File: src/rtl/cache_pkg.sv
// Shared constants, types and FSM encoding for the cache line memory port.
package cache_pkg;

    localparam int LINE_BYTES = 64;
    localparam int BUS_WIDTH  = 64;
    localparam int ADDR_WIDTH = 64;
    localparam int BEATS      = LINE_BYTES * 8 / BUS_WIDTH;
    localparam int CNT_W      = $clog2(BEATS);

    typedef logic [LINE_BYTES*8-1:0] cache_line_t;
    typedef logic [BUS_WIDTH-1:0]    beat_t;
    typedef logic [ADDR_WIDTH-1:0]   addr_t;
    typedef logic [CNT_W-1:0]        beat_idx_t;

    typedef enum logic [2:0] {
        IDLE  = 3'd0,
        REQ   = 3'd1,
        WDATA = 3'd2,
        RDATA = 3'd3,
        DONE  = 3'd4
    } mem_port_state_e;

    // rd_wr encoding
    localparam logic RD = 1'b0;
    localparam logic WR = 1'b1;

    localparam beat_idx_t LAST_BEAT = beat_idx_t'(BEATS - 1);

    // Clear the byte-offset bits so the burst starts on a line boundary.
    function automatic addr_t line_align(input addr_t addr);
        return addr & ~addr_t'(LINE_BYTES - 1);
    endfunction

endpackage

File: src/rtl/cache_line_mem_port_if.sv
// System memory bus seen by the line port: one request phase, then an
// 8-beat data phase in either direction.
//
// Handshake rules: bus_req/bus_req_addr/bus_req_wr stay stable until the
// cycle bus_req_ack is sampled high; a write beat moves on the rising edge
// where bus_wvalid && bus_wready, with bus_wdata held while bus_wready=0;
// read beats have no backpressure - every cycle with bus_rvalid=1 is a beat.
interface cache_line_mem_port_if;
    import cache_pkg::*;

    logic  bus_req;
    addr_t bus_req_addr;
    logic  bus_req_wr;
    logic  bus_req_ack;
    logic  bus_wvalid;
    beat_t bus_wdata;
    logic  bus_wready;
    logic  bus_rvalid;
    beat_t bus_rdata;

    modport master (
        output bus_req, bus_req_addr, bus_req_wr, bus_wvalid, bus_wdata,
        input  bus_req_ack, bus_wready, bus_rvalid, bus_rdata
    );

    modport slave (
        input  bus_req, bus_req_addr, bus_req_wr, bus_wvalid, bus_wdata,
        output bus_req_ack, bus_wready, bus_rvalid, bus_rdata
    );

endinterface

File: src/rtl/line_beat_buffer.sv
// 8 x 64-bit line buffer: whole-line load, single-beat write, beat read mux
// and a flat view of the full line.
module line_beat_buffer
    import cache_pkg::*;
(
    input  logic        clk,
    input  logic        reset,
    input  logic        load_en,
    input  cache_line_t load_line,
    input  logic        beat_we,
    input  beat_idx_t   beat_widx,
    input  beat_t       beat_wdata,
    input  beat_idx_t   beat_ridx,
    output beat_t       beat_rdata,
    output cache_line_t line
);

    beat_t mem [BEATS];

    // Parallel load takes priority; otherwise a single beat may be written.
    always_ff @(posedge clk or negedge reset) begin
        if (!reset) begin
            for (int i = 0; i < BEATS; i++) mem[i] <= '0;
        end else if (load_en) begin
            for (int i = 0; i < BEATS; i++) mem[i] <= load_line[i*BUS_WIDTH +: BUS_WIDTH];
        end else if (beat_we) begin
            mem[beat_widx] <= beat_wdata;
        end
    end

    assign beat_rdata = mem[beat_ridx];

    // Beat 0 sits in the least significant bits of the line.
    always_comb begin
        line = '0;
        for (int i = 0; i < BEATS; i++) line[i*BUS_WIDTH +: BUS_WIDTH] = mem[i];
    end

endmodule

File: src/rtl/cache_line_mem_port.sv
// Memory-side responder for the L1 line fill/flush interface: turns one
// 64-byte line request into an 8-beat bus burst and pulses ready when done.
module cache_line_mem_port
    import cache_pkg::*;
(
    input  logic            clk,
    input  logic            reset,
    input  logic            addr_data_enable,
    input  logic            rd_wr,
    input  addr_t           phy_addr,
    input  cache_line_t     wr_line,
    output logic            addr_data_ready,
    output cache_line_t     rd_line,
    output logic            busy,
    output logic            protocol_err,
    output mem_port_state_e state_dbg,
    cache_line_mem_port_if.master bus
);

    mem_port_state_e state, state_d;
    beat_idx_t       cnt;
    logic            req_wr;
    addr_t           req_addr;
    cache_line_t     rd_line_q;
    cache_line_t     buf_line;
    beat_t           buf_beat;
    logic            accept;
    logic            beat_done;
    logic            fill_done;

    assign accept    = (state == IDLE) && addr_data_enable;
    assign beat_done = ((state == WDATA) && bus.bus_wready) ||
                       ((state == RDATA) && bus.bus_rvalid);
    assign fill_done = (state == DONE) && (req_wr == RD);

    line_beat_buffer u_buf (
        .clk        (clk),
        .reset      (reset),
        .load_en    (accept && (rd_wr == WR)),
        .load_line  (wr_line),
        .beat_we    ((state == RDATA) && bus.bus_rvalid),
        .beat_widx  (cnt),
        .beat_wdata (bus.bus_rdata),
        .beat_ridx  (cnt),
        .beat_rdata (buf_beat),
        .line       (buf_line)
    );

    // State register.
    always_ff @(posedge clk or negedge reset) begin
        if (!reset) state <= IDLE;
        else        state <= state_d;
    end

    // Next state and per-state outputs.
    always_comb begin
        state_d         = state;
        addr_data_ready = 1'b0;
        busy            = 1'b0;
        case (state)
            IDLE: begin
                if (addr_data_enable) state_d = REQ;
            end
            REQ: begin
                busy = 1'b1;
                if (bus.bus_req_ack) state_d = (req_wr == WR) ? WDATA : RDATA;
            end
            WDATA: begin
                busy = 1'b1;
                if (bus.bus_wready && (cnt == LAST_BEAT)) state_d = DONE;
            end
            RDATA: begin
                busy = 1'b1;
                if (bus.bus_rvalid && (cnt == LAST_BEAT)) state_d = DONE;
            end
            DONE: begin
                addr_data_ready = 1'b1;
                state_d         = IDLE;
            end
            default: state_d = IDLE;
        endcase
    end

    // Capture the request; the beat counter wraps 7->0 on the last beat.
    always_ff @(posedge clk or negedge reset) begin
        if (!reset) begin
            req_wr   <= RD;
            req_addr <= '0;
            cnt      <= '0;
        end else begin
            if (accept) begin
                req_wr   <= rd_wr;
                req_addr <= line_align(phy_addr);
            end
            if (state == IDLE)  cnt <= '0;
            else if (beat_done) cnt <= cnt + 1'b1;
        end
    end

    // Completed fills are latched so rd_line holds until the next fill.
    always_ff @(posedge clk or negedge reset) begin
        if (!reset)         rd_line_q <= '0;
        else if (fill_done) rd_line_q <= buf_line;
    end

    // Sticky error: enable while not idle (incl. DONE), or a stray read beat.
    always_ff @(posedge clk or negedge reset) begin
        if (!reset) begin
            protocol_err <= 1'b0;
        end else if ((addr_data_enable && (state != IDLE)) ||
                     (bus.bus_rvalid && (state != RDATA))) begin
            protocol_err <= 1'b1;
        end
    end

    assign rd_line          = fill_done ? buf_line : rd_line_q;
    assign state_dbg        = state;
    assign bus.bus_req      = (state == REQ);
    assign bus.bus_req_addr = req_addr;
    assign bus.bus_req_wr   = req_wr;
    assign bus.bus_wvalid   = (state == WDATA);
    assign bus.bus_wdata    = (state == WDATA) ? buf_beat : '0;

endmodule

File: src/flat_wrapper.sv
// flat-port wrapper written by rule: the top's interface ports become plain ports
module cache_line_mem_port_flat import cache_pkg::*;
  (clk, reset, addr_data_enable, rd_wr, phy_addr, wr_line, addr_data_ready, rd_line, busy, protocol_err, state_dbg, bus_bus_req, bus_bus_req_addr, bus_bus_req_wr, bus_bus_wvalid, bus_bus_wdata, bus_bus_req_ack, bus_bus_wready, bus_bus_rvalid, bus_bus_rdata);
  cache_line_mem_port_if bus_i ();
  input  logic clk;
  input  logic reset;
  input  logic addr_data_enable;
  input  logic rd_wr;
  input  addr_t phy_addr;
  input  cache_line_t wr_line;
  output logic addr_data_ready;
  output cache_line_t rd_line;
  output logic busy;
  output logic protocol_err;
  output mem_port_state_e state_dbg;
  output wire logic [$bits(bus_i.bus_req)-1:0] bus_bus_req;
  output wire logic [$bits(bus_i.bus_req_addr)-1:0] bus_bus_req_addr;
  output wire logic [$bits(bus_i.bus_req_wr)-1:0] bus_bus_req_wr;
  output wire logic [$bits(bus_i.bus_wvalid)-1:0] bus_bus_wvalid;
  output wire logic [$bits(bus_i.bus_wdata)-1:0] bus_bus_wdata;
  input wire logic [$bits(bus_i.bus_req_ack)-1:0] bus_bus_req_ack;
  input wire logic [$bits(bus_i.bus_wready)-1:0] bus_bus_wready;
  input wire logic [$bits(bus_i.bus_rvalid)-1:0] bus_bus_rvalid;
  input wire logic [$bits(bus_i.bus_rdata)-1:0] bus_bus_rdata;
  assign bus_bus_req = bus_i.bus_req;
  assign bus_bus_req_addr = bus_i.bus_req_addr;
  assign bus_bus_req_wr = bus_i.bus_req_wr;
  assign bus_bus_wvalid = bus_i.bus_wvalid;
  assign bus_bus_wdata = bus_i.bus_wdata;
  assign bus_i.bus_req_ack = bus_bus_req_ack;
  assign bus_i.bus_wready = bus_bus_wready;
  assign bus_i.bus_rvalid = bus_bus_rvalid;
  assign bus_i.bus_rdata = bus_bus_rdata;
  cache_line_mem_port u_core (.clk(clk), .reset(reset), .addr_data_enable(addr_data_enable), .rd_wr(rd_wr), .phy_addr(phy_addr), .wr_line(wr_line), .addr_data_ready(addr_data_ready), .rd_line(rd_line), .busy(busy), .protocol_err(protocol_err), .state_dbg(state_dbg), .bus(bus_i));
endmodule
File: config.mk
export PLATFORM = sky130hd
export DESIGN_NAME = cache_line_mem_port_flat
export DESIGN_NICKNAME = d
export VERILOG_FILES = /design/src/rtl/cache_pkg.sv /design/src/rtl/cache_line_mem_port_if.sv /design/src/rtl/line_beat_buffer.sv /design/src/rtl/cache_line_mem_port.sv /design/src/flat_wrapper.sv
export SDC_FILE = /design/constraint.sdc
export NUM_CORES = 2
export LEC_CHECK = 0
export BUFFER_PORTS_ARGS = -buffer_cell sky130_fd_sc_hd__buf_2
export CORE_AREA = 2 2 505 507
export CTS_CLUSTER_DIAMETER = 120
export DETAILED_ROUTE_END_ITERATION = 10
export DIE_AREA = 0 0 507 509
export PLACE_DENSITY = 0.35
export SETUP_SLACK_MARGIN = 0.15
export SYNTH_ARGS = -nofsm -noshare
export SYNTH_HDL_FRONTEND = slang
export SYNTH_SLANG_ARGS = --single-unit
File: constraint.sdc
create_clock -name clk -period 2.85 [get_ports clk]
set_clock_uncertainty 0.15 [all_clocks]
set_input_delay 0.285 -clock clk [delete_from_list [all_inputs] [get_ports clk]]
set_output_delay 0.285 -clock clk [all_outputs]
set_load 0.01 [all_outputs]
==> flow_metrics.env <==
export IMPL_ys_seq_area_share_pct=55.69
export IMPL_yosys_warnings=0
export IMPL_drtIter0Drc=3596
export IMPL_wire_per_inst_um=29.98
export IMPL_arrival_ns=2.98
export IMPL_rsz0062_at_grt="true"
export IMPL_syn_to_final_growth_pct=65.33
export IMPL_fin_nets=7344
export IMPL_powerDensity_nw_per_um2=1077
export IMPL_cts_buffers=145
export IMPL_htreeDepth=4
export IMPL_die_w_um=507
export IMPL_hold_depth=3
export IMPL_async_flop_share_pct=100.0
export IMPL_violations="negative setup slack"
export IMPL_dp_hpwl_um=209400
export IMPL_min_from="phy_addr[10]"
export IMPL_pin_count=1296
export IMPL_period_minus_slack_ns=3.416
export IMPL_timing_rr_start="u_core.cnt[2]"
export IMPL_avgSynthCellArea_sq_um=10.77
export IMPL_viasPerCell=4.575
export IMPL_die_h_um=509
export IMPL_root_buffer="clkbuf_16"
export IMPL_drc=0
export IMPL_holdPathEnd="u_core.bus.bus_req_addr[10]"
export IMPL_synth_edf_count=0
export IMPL_synth_top_cell_area_share_pct=55.69
export IMPL_cp_data_required_time_ns=2.41
export IMPL_cts_tree="done"
export IMPL_max_cap_viol_count=0
export IMPL_gp_congestion=0.8499
export IMPL_core_area_sq_um=252800
export IMPL_yosysTopAreaCell="dfrtp_1"
export IMPL_grt_pass1_wl_um=405900
export IMPL_end_kind="output port"
export IMPL_clk_path_buf_depth=3
export IMPL_fin_crit_sh_pct=119.9
export IMPL_regToRegSetupSlack_ns=0.14
export IMPL_syn_inst=4547
export IMPL_p_seq_share_pct=31.7
export IMPL_cp_start_kind="flip-flop"
export IMPL_fin_ws_ns=-0.5658
export IMPL_instances_no_fill=10200
export IMPL_clk_latency_ns=0.80
export IMPL_hold_viol=0
export IMPL_synth_cell_types=46
export IMPL_antenna_found_initial=50
export IMPL_ys_top_cells_by_area="dfrtp_1 (56%), mux2_2 (15%), nand2_1 (6.1%)"
export IMPL_combPwrFrac_pct=46.8
export IMPL_slew_violations=0
export IMPL_worstSetupPathType="reg -> out"
export IMPL_clkPwrFrac_pct=21.5
export IMPL_drive_above_1_share_pct=41.06
export IMPL_fill_cells=26140
export IMPL_syn_cell_area_sq_um=48970
export IMPL_peakVddDrop_uv=774.2
export IMPL_power_leakage_nw=37.61
export IMPL_grt_overflow_total=0
export IMPL_max_freq_ghz=0.2928
export IMPL_drt_total_wl_um=305700
export IMPL_num_vias=46650
export IMPL_start_util_pct=19.38
export IMPL_die_area_sq_um=258100
export IMPL_placed_cells=9014
export IMPL_p_int_mw=52.78
export IMPL_track_usage_pct=22.45
export IMPL_synthTopCellsByCount="dfrtp_1 (1090), nand2_1 (790), mux2_2 (640)"
export IMPL_grt_max_degree=103
export IMPL_synth_seq_cells=1090
export IMPL_dr_pass1_iters=6
export IMPL_crit_path_max_fanout=11
export IMPL_setup_viol=577
export IMPL_ant_nets=0
export IMPL_worstMarginPinSlew_ns=0.9431
export IMPL_yosysMostFrequentCell="dfrtp_1"
export IMPL_utilization_pct=32.03
export IMPL_synth_flop_cell="dfrtp_1"
export IMPL_switching_share_pct=39.47
export IMPL_outcome="finished with violations"
export IMPL_hp_class="in -> reg"
export IMPL_portBuffers=1283
export IMPL_maxSlewHeadroom_pct=37.13
export IMPL_rows=185
export IMPL_r2r_cells=7
export IMPL_r2r_end="u_core.u_buf.line[175]"
export IMPL_cts_sinks=1090
export IMPL_cts_clk_slew_worst_paths_ns=0.06
export IMPL_first_global_vias=47420
export IMPL_p_switching_mw=34.42
worst max path at each step:
stage | endpoint | depth (start not counted) | startpoint
global placement | bus_bus_wdata[31] | 7 | u_core.cnt[0]
finish | bus_bus_wdata[31] | 8 | u_core.cnt[0]
detailed placement | bus_bus_wdata[31] | 7 | u_core.cnt[0]
floorplan | rd_line[100] | 7 | u_core.state_dbg[1]
CTS | bus_bus_wdata[50] | 9 | u_core.cnt[0]
global route | bus_bus_wdata[8] | 10 | u_core.cnt[0]
power by group through the flow:
stage | clock (mW) | sequential [mW] | combinational, mW
after floorplan | 0 | 25.3 | 16.3
after global placement | 0 | 27.4 | 31.7
after detailed placement | 0 | 27.5 | 31.9
after CTS | 19.2 | 27.4 | 36.8
after global routing | 19.8 | 28.4 | 43.1
final | 18.8 | 27.7 | 40.8
registers in the layout, summed over array words and instances, names as in the netlist:
name,count
u_core.rd_line_q,512
u_core.bus.bus_req_addr,58
u_core.u_buf.line,512
u_core.cnt,3
u_core.state_dbg,3
u_core.protocol_err,1
u_core.bus.bus_req_wr,1
repair_timing:
item | in CTS | in global routing
cloned | 40 | 25
hold buffers | 659 | 0
pin swaps | 38 | 51
setup buffers | 91 | 86
gates resized for setup | 435 | 801
setup endpoints to repair | 577 | 633
endpoints found under the hold margin | 802 | 0
kinds of logic after synthesis:
logic type	Yosys count	share of synthesized area, %
buffers and inverters	423	3.715
other	1	0.007657
multiplexers	835	19.11
adder cells (fa/ha/maj)	2	0.05109
AND/OR/NAND/NOR	1443	11.63
flip-flops	1090	55.69
AO/OA/AOI/OAI	753	9.790
worst max-delay path: stages (launching register included):
cell	delay (ns)
dfrtp_4	0.53
buf_6	0.13
buf_6	0.11
nor2b_4	0.25
buf_12	0.20
a221o_1	0.24
o31ai_2	0.10
a21oi_2	0.35
buf_2	0.22
stage by stage:
stage               cell area, sq um  setup WS, ns  power (mW)  setup TNS, ns  hold WS [ns]
floorplan                      48990        0.5707       41.58              0       -0.1606
finish                         80970       -0.5658       87.20        -184.40        0.1093
global route                   80930       -0.6240       91.29        -252.07       0.05487
detailed placement             61050       0.01213       59.42              0        0.2571
global placement               61050      0.009983       59.10              0        0.2689
CTS                            76400       -0.6099       83.45        -241.00       0.01373
metal layers:
| layer | track usage, % | wire length [um] | part of all wire, % | vias to the layer above |
|---|---|---|---|---|
| li1 | - | - | - | 20200 |
| met1 | 28.83 | 129900 | 42 | 24180 |
| met2 | 37.77 | 145500 | 48 | 1796 |
| met3 | 4.463 | 18230 | 6.0 | 435 |
| met4 | 7.023 | 11820 | 3.9 | 30 |
| met5 | 0 | 191 | 0.062 | - |
layout by cell type, fill, tap and decap left out, types with 139 or more instances in the layout:
cell,instances
clkbuf_16,168
a31oi_1,387
dfrtp_1,1085
buf_12,139
buf_4,207
dlygate4sd3_1,659
buf_6,388
a21oi_1,158
nand2_1,782
mux2_4,369
nor2_1,552
mux2i_1,175
buf_2,917
mux2_2,271
cell type report:
cell class	count	area [sq um]	share of cell area (%)
Sequential cell	1090	27290	33.70
Timing Repair Buffer	2415	22450	27.73
Multi-Input combinational cell	3039	22150	27.35
Tap cell	3366	4212	5.201
Clock buffer	207	4164	5.143
Clock inverter	47	614.3	0.7587
Antenna cell	27	67.56	0.08344
Inverter	4	20.02	0.02472
(Power assumes the default switching activity.)
